==> src/rtl/riscv_main_decoder.sv <==
// Main control decoder for the RV32I single-cycle core: opcode -> datapath controls.
// Decode is combinational; all outputs are registered, with an asynchronous active-high reset.
module riscv_main_decoder (
  input  logic       clk,
  input  logic       rst,
  input  logic [6:0] op,
  output logic [1:0] ResultSrc,
  output logic       MemWrite,
  output logic       Branch,
  output logic       ALUSrc,
  output logic       RegWrite,
  output logic       Jump,
  output logic [1:0] ImmSrc,
  output logic [1:0] ALUop,
  output logic       Illegal
);

  localparam logic [6:0] OpLoad  = 7'b0000011;
  localparam logic [6:0] OpStore = 7'b0100011;
  localparam logic [6:0] OpRType = 7'b0110011;
  localparam logic [6:0] OpBeq   = 7'b1100011;
  localparam logic [6:0] OpIAlu  = 7'b0010011;
  localparam logic [6:0] OpJal   = 7'b1101111;

  logic [1:0] resultSrcNext;
  logic       memWriteNext;
  logic       branchNext;
  logic       aluSrcNext;
  logic       regWriteNext;
  logic       jumpNext;
  logic [1:0] immSrcNext;
  logic [1:0] aluOpNext;
  logic       illegalNext;

  // An X/Z opcode matches no item, so it falls into the all-zero illegal row.
  always_comb begin
    resultSrcNext = 2'b00;
    memWriteNext  = 1'b0;
    branchNext    = 1'b0;
    aluSrcNext    = 1'b0;
    regWriteNext  = 1'b0;
    jumpNext      = 1'b0;
    immSrcNext    = 2'b00;
    aluOpNext     = 2'b00;
    illegalNext   = 1'b0;
    case (op)
      OpLoad: begin
        regWriteNext  = 1'b1;
        aluSrcNext    = 1'b1;
        resultSrcNext = 2'b01;
      end
      OpStore: begin
        immSrcNext    = 2'b01;
        aluSrcNext    = 1'b1;
        memWriteNext  = 1'b1;
      end
      OpRType: begin
        regWriteNext  = 1'b1;
        aluOpNext     = 2'b10;
      end
      OpBeq: begin
        immSrcNext    = 2'b10;
        branchNext    = 1'b1;
        aluOpNext     = 2'b01;
      end
      OpIAlu: begin
        regWriteNext  = 1'b1;
        aluSrcNext    = 1'b1;
        aluOpNext     = 2'b10;
      end
      OpJal: begin
        regWriteNext  = 1'b1;
        immSrcNext    = 2'b11;
        resultSrcNext = 2'b10;
        jumpNext      = 1'b1;
      end
      default: illegalNext = 1'b1;
    endcase
  end

  always_ff @(posedge clk or posedge rst) begin
    if (rst) begin
      ResultSrc <= 2'b00;
      MemWrite  <= 1'b0;
      Branch    <= 1'b0;
      ALUSrc    <= 1'b0;
      RegWrite  <= 1'b0;
      Jump      <= 1'b0;
      ImmSrc    <= 2'b00;
      ALUop     <= 2'b00;
      Illegal   <= 1'b0;
    end else begin
      ResultSrc <= resultSrcNext;
      MemWrite  <= memWriteNext;
      Branch    <= branchNext;
      ALUSrc    <= aluSrcNext;
      RegWrite  <= regWriteNext;
      Jump      <= jumpNext;
      ImmSrc    <= immSrcNext;
      ALUop     <= aluOpNext;
      Illegal   <= illegalNext;
    end
  end

endmodule

==> config.mk <==
export PLATFORM = sky130hd
export DESIGN_NAME = riscv_main_decoder
export DESIGN_NICKNAME = d
export VERILOG_FILES = /design/src/rtl/riscv_main_decoder.sv
export SDC_FILE = /design/constraint.sdc
export NUM_CORES = 1
export LEC_CHECK = 0
export BUFFER_PORTS_ARGS = -buffer_cell sky130_fd_sc_hd__buf_2
export CAP_MARGIN = 5
export CELL_PAD_IN_SITES_DETAIL_PLACEMENT = 1
export CELL_PAD_IN_SITES_GLOBAL_PLACEMENT = 2
export CORE_AREA = 2 2 43 45
export DETAILED_ROUTE_END_ITERATION = 7
export DIE_AREA = 0 0 45 47
export PLACE_DENSITY_LB_ADDON = 0.25
export SYNTH_ARGS = -nofsm -noshare
export SYNTH_HDL_FRONTEND = slang
export SYNTH_SLANG_ARGS = --single-unit
==> constraint.sdc <==
create_clock -name clk -period 1.1 [get_ports clk]
set_input_delay 0.11 -clock clk [delete_from_list [all_inputs] [get_ports clk]]
set_output_delay 0.11 -clock clk [all_outputs]
set_load 0.01 [all_outputs]
==> run metrics <==
CTS tree=yes; startpoint of the worst setup timing path=Jump$_DFF_PP0_; Reg clk slew, reported paths=0.07 ns; Worst Setup Path Type=reg2out; Pins Over Slew Limit=0; slowest CP cell=sky130_fd_sc_hd__dfrtp_1; synthesized area per cell=11.80 µm²; detailed-route wire length=845 µm; initial cell density of the core=25.00%; total power divided by cell area=1327 nW/µm²; H-tree level count=1; combinational share of power=9.4%; sequential cell area fraction in the yosys report=60.61%; count of antenna-violating nets left after detailed routing=0; final worst path period need=0.8810 ns; CTS root buf=sky130_fd_sc_hd__clkbuf_4; P_sw=0.0001656 W; largest net degree at the start of global routing=11; synthesis-to-layout area growth=40.61%; dpl ws=0.03369 ns; synthesized flop and latch total=10; relative contribution of sequential cells to total power=48.3%; CP peak stage delay=0.37 ns; path class of the lowest-slack min-delay path=in2reg; Least-Margin Pin Slew=0.3855 ns; Yosys cell types=17; length of routed met3 wiring=74 µm; remaining global-route overflow=0; I/O pin count=21; startpoint class of the critical path=flop; nets in the synthesized netlist=44; die footprint=2115 µm²; switching portion of total power=21.49%; Cell Int Power=0.0006047 W; HPWL reported at the end of detailed placement=684.5 µm; standard-cell rows=15; initial antenna violation count=0; remaining routing DRC violations=0; setup violation total in the final timing report=0; top routing layer in use=met4; unrepaired setup endpoints after global routing=no; wire length per cell=10.97 µm; DR iter-0 viols=4; largest fanout on the critical path=2; number of buffers on the longest clock path=2; worst path required time=0.99 ns; crit path buf inv count=1; vias per cell=4.429; post-synthesis instance total=35; combined area of all synthesized cells=412.9 µm²; port bufs=20; final hold violations=0; first-pass iteration count of the detailed router=2; Relative slew margins=73.64%; total global routing track utilization=9.774%; Critical Path End Type=output pin; number of diodes added for antenna fixing=0; fraction of final layout cells with drive strength greater than 1=55.00%; leakage power summed over all cells=0.3169 nW; total clock buffers created by CTS=3; setup slack of the critical path after layout=0.2190 ns; DIE HEIGHT=47 µm; vias in the first global route=330; Worst setup endpoint=Jump; number of warnings printed during yosys synthesis=0; Die X-Extent=45 µm; global-route wire length before repair=1.331 mm; max-capacitance violation count=0; Total Nets Final=70; Arrival @ worst endpoint=0.77 ns; status=completed; placer congestion estimate=0.6380; detailed route wirelength on metal2=379 µm; cells along the critical path=buf_2; depth of the critical timing path with buffers and inverters included=1; clk sink count=10; Max Fclk=1.135 GHz; final clock period utilization by the worst path=80.09%; clock share of power=42.3%; cell family with the largest share of critical-path delay=flip-flops; post-route met1 wirelength=353 µm; worst supply voltage drop on vdd=437.4 µV; total negative setup slack=0 ns; area inside the core boundary=1652 µm²; DR vias=341
## what timing repair did
action,CTS,global route
buffers inserted,0,0
endpoints found under the hold margin,10,0
hold buffers,1,0
resized for setup,0,0
## cells in the mapped netlist
| master | count | area [µm²] |
|---|---|---|
| sky130_fd_sc_hd__a21oi_1 | 1 | 5.000 |
| sky130_fd_sc_hd__nor2_1 | 4 | 15.01 |
| sky130_fd_sc_hd__or2_2 | 1 | 6.260 |
| sky130_fd_sc_hd__buf_4 | 2 | 15.01 |
| sky130_fd_sc_hd__nand3_1 | 2 | 10.01 |
| sky130_fd_sc_hd__inv_1 | 3 | 11.26 |
| sky130_fd_sc_hd__a211oi_1 | 1 | 7.510 |
| sky130_fd_sc_hd__or3_4 | 2 | 22.52 |
| sky130_fd_sc_hd__nand2_1 | 2 | 7.510 |
| sky130_fd_sc_hd__o22ai_1 | 1 | 6.260 |
| sky130_fd_sc_hd__a21oi_2 | 1 | 8.760 |
| sky130_fd_sc_hd__a2111oi_0 | 1 | 8.760 |
| sky130_fd_sc_hd__nor4_1 | 1 | 6.260 |
| sky130_fd_sc_hd__nand2b_4 | 1 | 13.76 |
| sky130_fd_sc_hd__nor3_2 | 1 | 10.01 |
| sky130_fd_sc_hd__or2_4 | 1 | 8.760 |
| sky130_fd_sc_hd__dfrtp_1 | 10 | 250.2 |
## state kept, by name (all words and copies together) (netlist names)
name,count
MemWrite,1
ResultSrc,1
Jump,1
ALUop,1
Branch,1
ImmSrc,2
RegWrite,1
ALUSrc,1
Illegal,1
## placed cells by master, fill, tap and decap left out
cell type / count
sky130_fd_sc_hd__clkbuf_4: 3
sky130_fd_sc_hd__o22ai_1: 1
sky130_fd_sc_hd__inv_1: 3
sky130_fd_sc_hd__a211oi_1: 1
sky130_fd_sc_hd__dlygate4sd3_1: 1
sky130_fd_sc_hd__buf_4: 2
sky130_fd_sc_hd__nand2_1: 2
sky130_fd_sc_hd__nor2_1: 4
sky130_fd_sc_hd__or2_2: 1
sky130_fd_sc_hd__a2111oi_0: 1
sky130_fd_sc_hd__nor3_2: 1
sky130_fd_sc_hd__a21oi_1: 1
sky130_fd_sc_hd__nand3_1: 2
sky130_fd_sc_hd__or3_4: 2
sky130_fd_sc_hd__a21oi_2: 1
sky130_fd_sc_hd__clkbuf_8: 1
sky130_fd_sc_hd__dfrtp_1: 10
sky130_fd_sc_hd__nand2b_4: 1
sky130_fd_sc_hd__nor4_1: 1
sky130_fd_sc_hd__or2_4: 1
sky130_fd_sc_hd__buf_2: 20
## routing by layer
metal,track usage [%],vias up
li1,-,166
met5,0,-
met2,13.43,18
met1,11.24,153
met3,2.308,4
met4,12.35,0
## stage by stage
step	power, W	hold slack, ns	util, %	cell area (µm²)	std cells
floorplan	0.0004110	-0.04982	-	412.9	35
global placement	0.0004499	0.09745	32.35	534.3	72
detailed placement	0.0004504	0.1086	32.35	534.3	72
CTS	0.0007898	0.06229	35.15	580.6	77
global route	0.0008109	0.06897	35.15	580.6	77
finish	0.0007703	0.07504	35.15	580.6	77
## power by group through the flow
| stage | logic, W | clock network, W | registers [W] |
|---|---|---|---|
| after floorplan | 0.0000292 | 0 | 0.000382 |
| after global placement | 0.0000706 | 0 | 0.000379 |
| after detailed placement | 0.0000710 | 0 | 0.000379 |
| after CTS | 0.0000739 | 0.000344 | 0.000372 |
| after global routing | 0.0000802 | 0.000358 | 0.000372 |
| final | 0.0000726 | 0.000325 | 0.000372 |
## final cells by class
class,count,area [µm²]
Timing Repair Buffer,23,125.1
Multi-Input combinational cell,20,136.4
Clock buffer,4,36.28
Tap cell,17,21.27
Fill cell,203,1071
Inverter,3,11.26
Sequential cell,10,250.2
## worst min-delay path by stage
stage | from | depth (start not counted) | endpoint
after floorplan | rst | 1 | ALUSrc$_DFF_PP0_
final | op[5] | 2 | ResultSrc[0]$_DFF_PP0_
after global routing | op[5] | 2 | ResultSrc[0]$_DFF_PP0_
after global placement | rst | 2 | MemWrite$_DFF_PP0_
after detailed placement | rst | 2 | Branch$_DFF_PP0_
after CTS | op[5] | 2 | ResultSrc[0]$_DFF_PP0_
## cells by family (layout without fill, tap and decap cells)
| group | Yosys count | after routing | synth area share (%) |
|---|---|---|---|
| compound gates | 5 | 5 | 8.789 |
| buf+inv | 5 | 30 | 6.362 |
| flops | 10 | 10 | 60.61 |
| simple gates | 15 | 15 | 24.24 |
(Power assumes the default switching activity.)
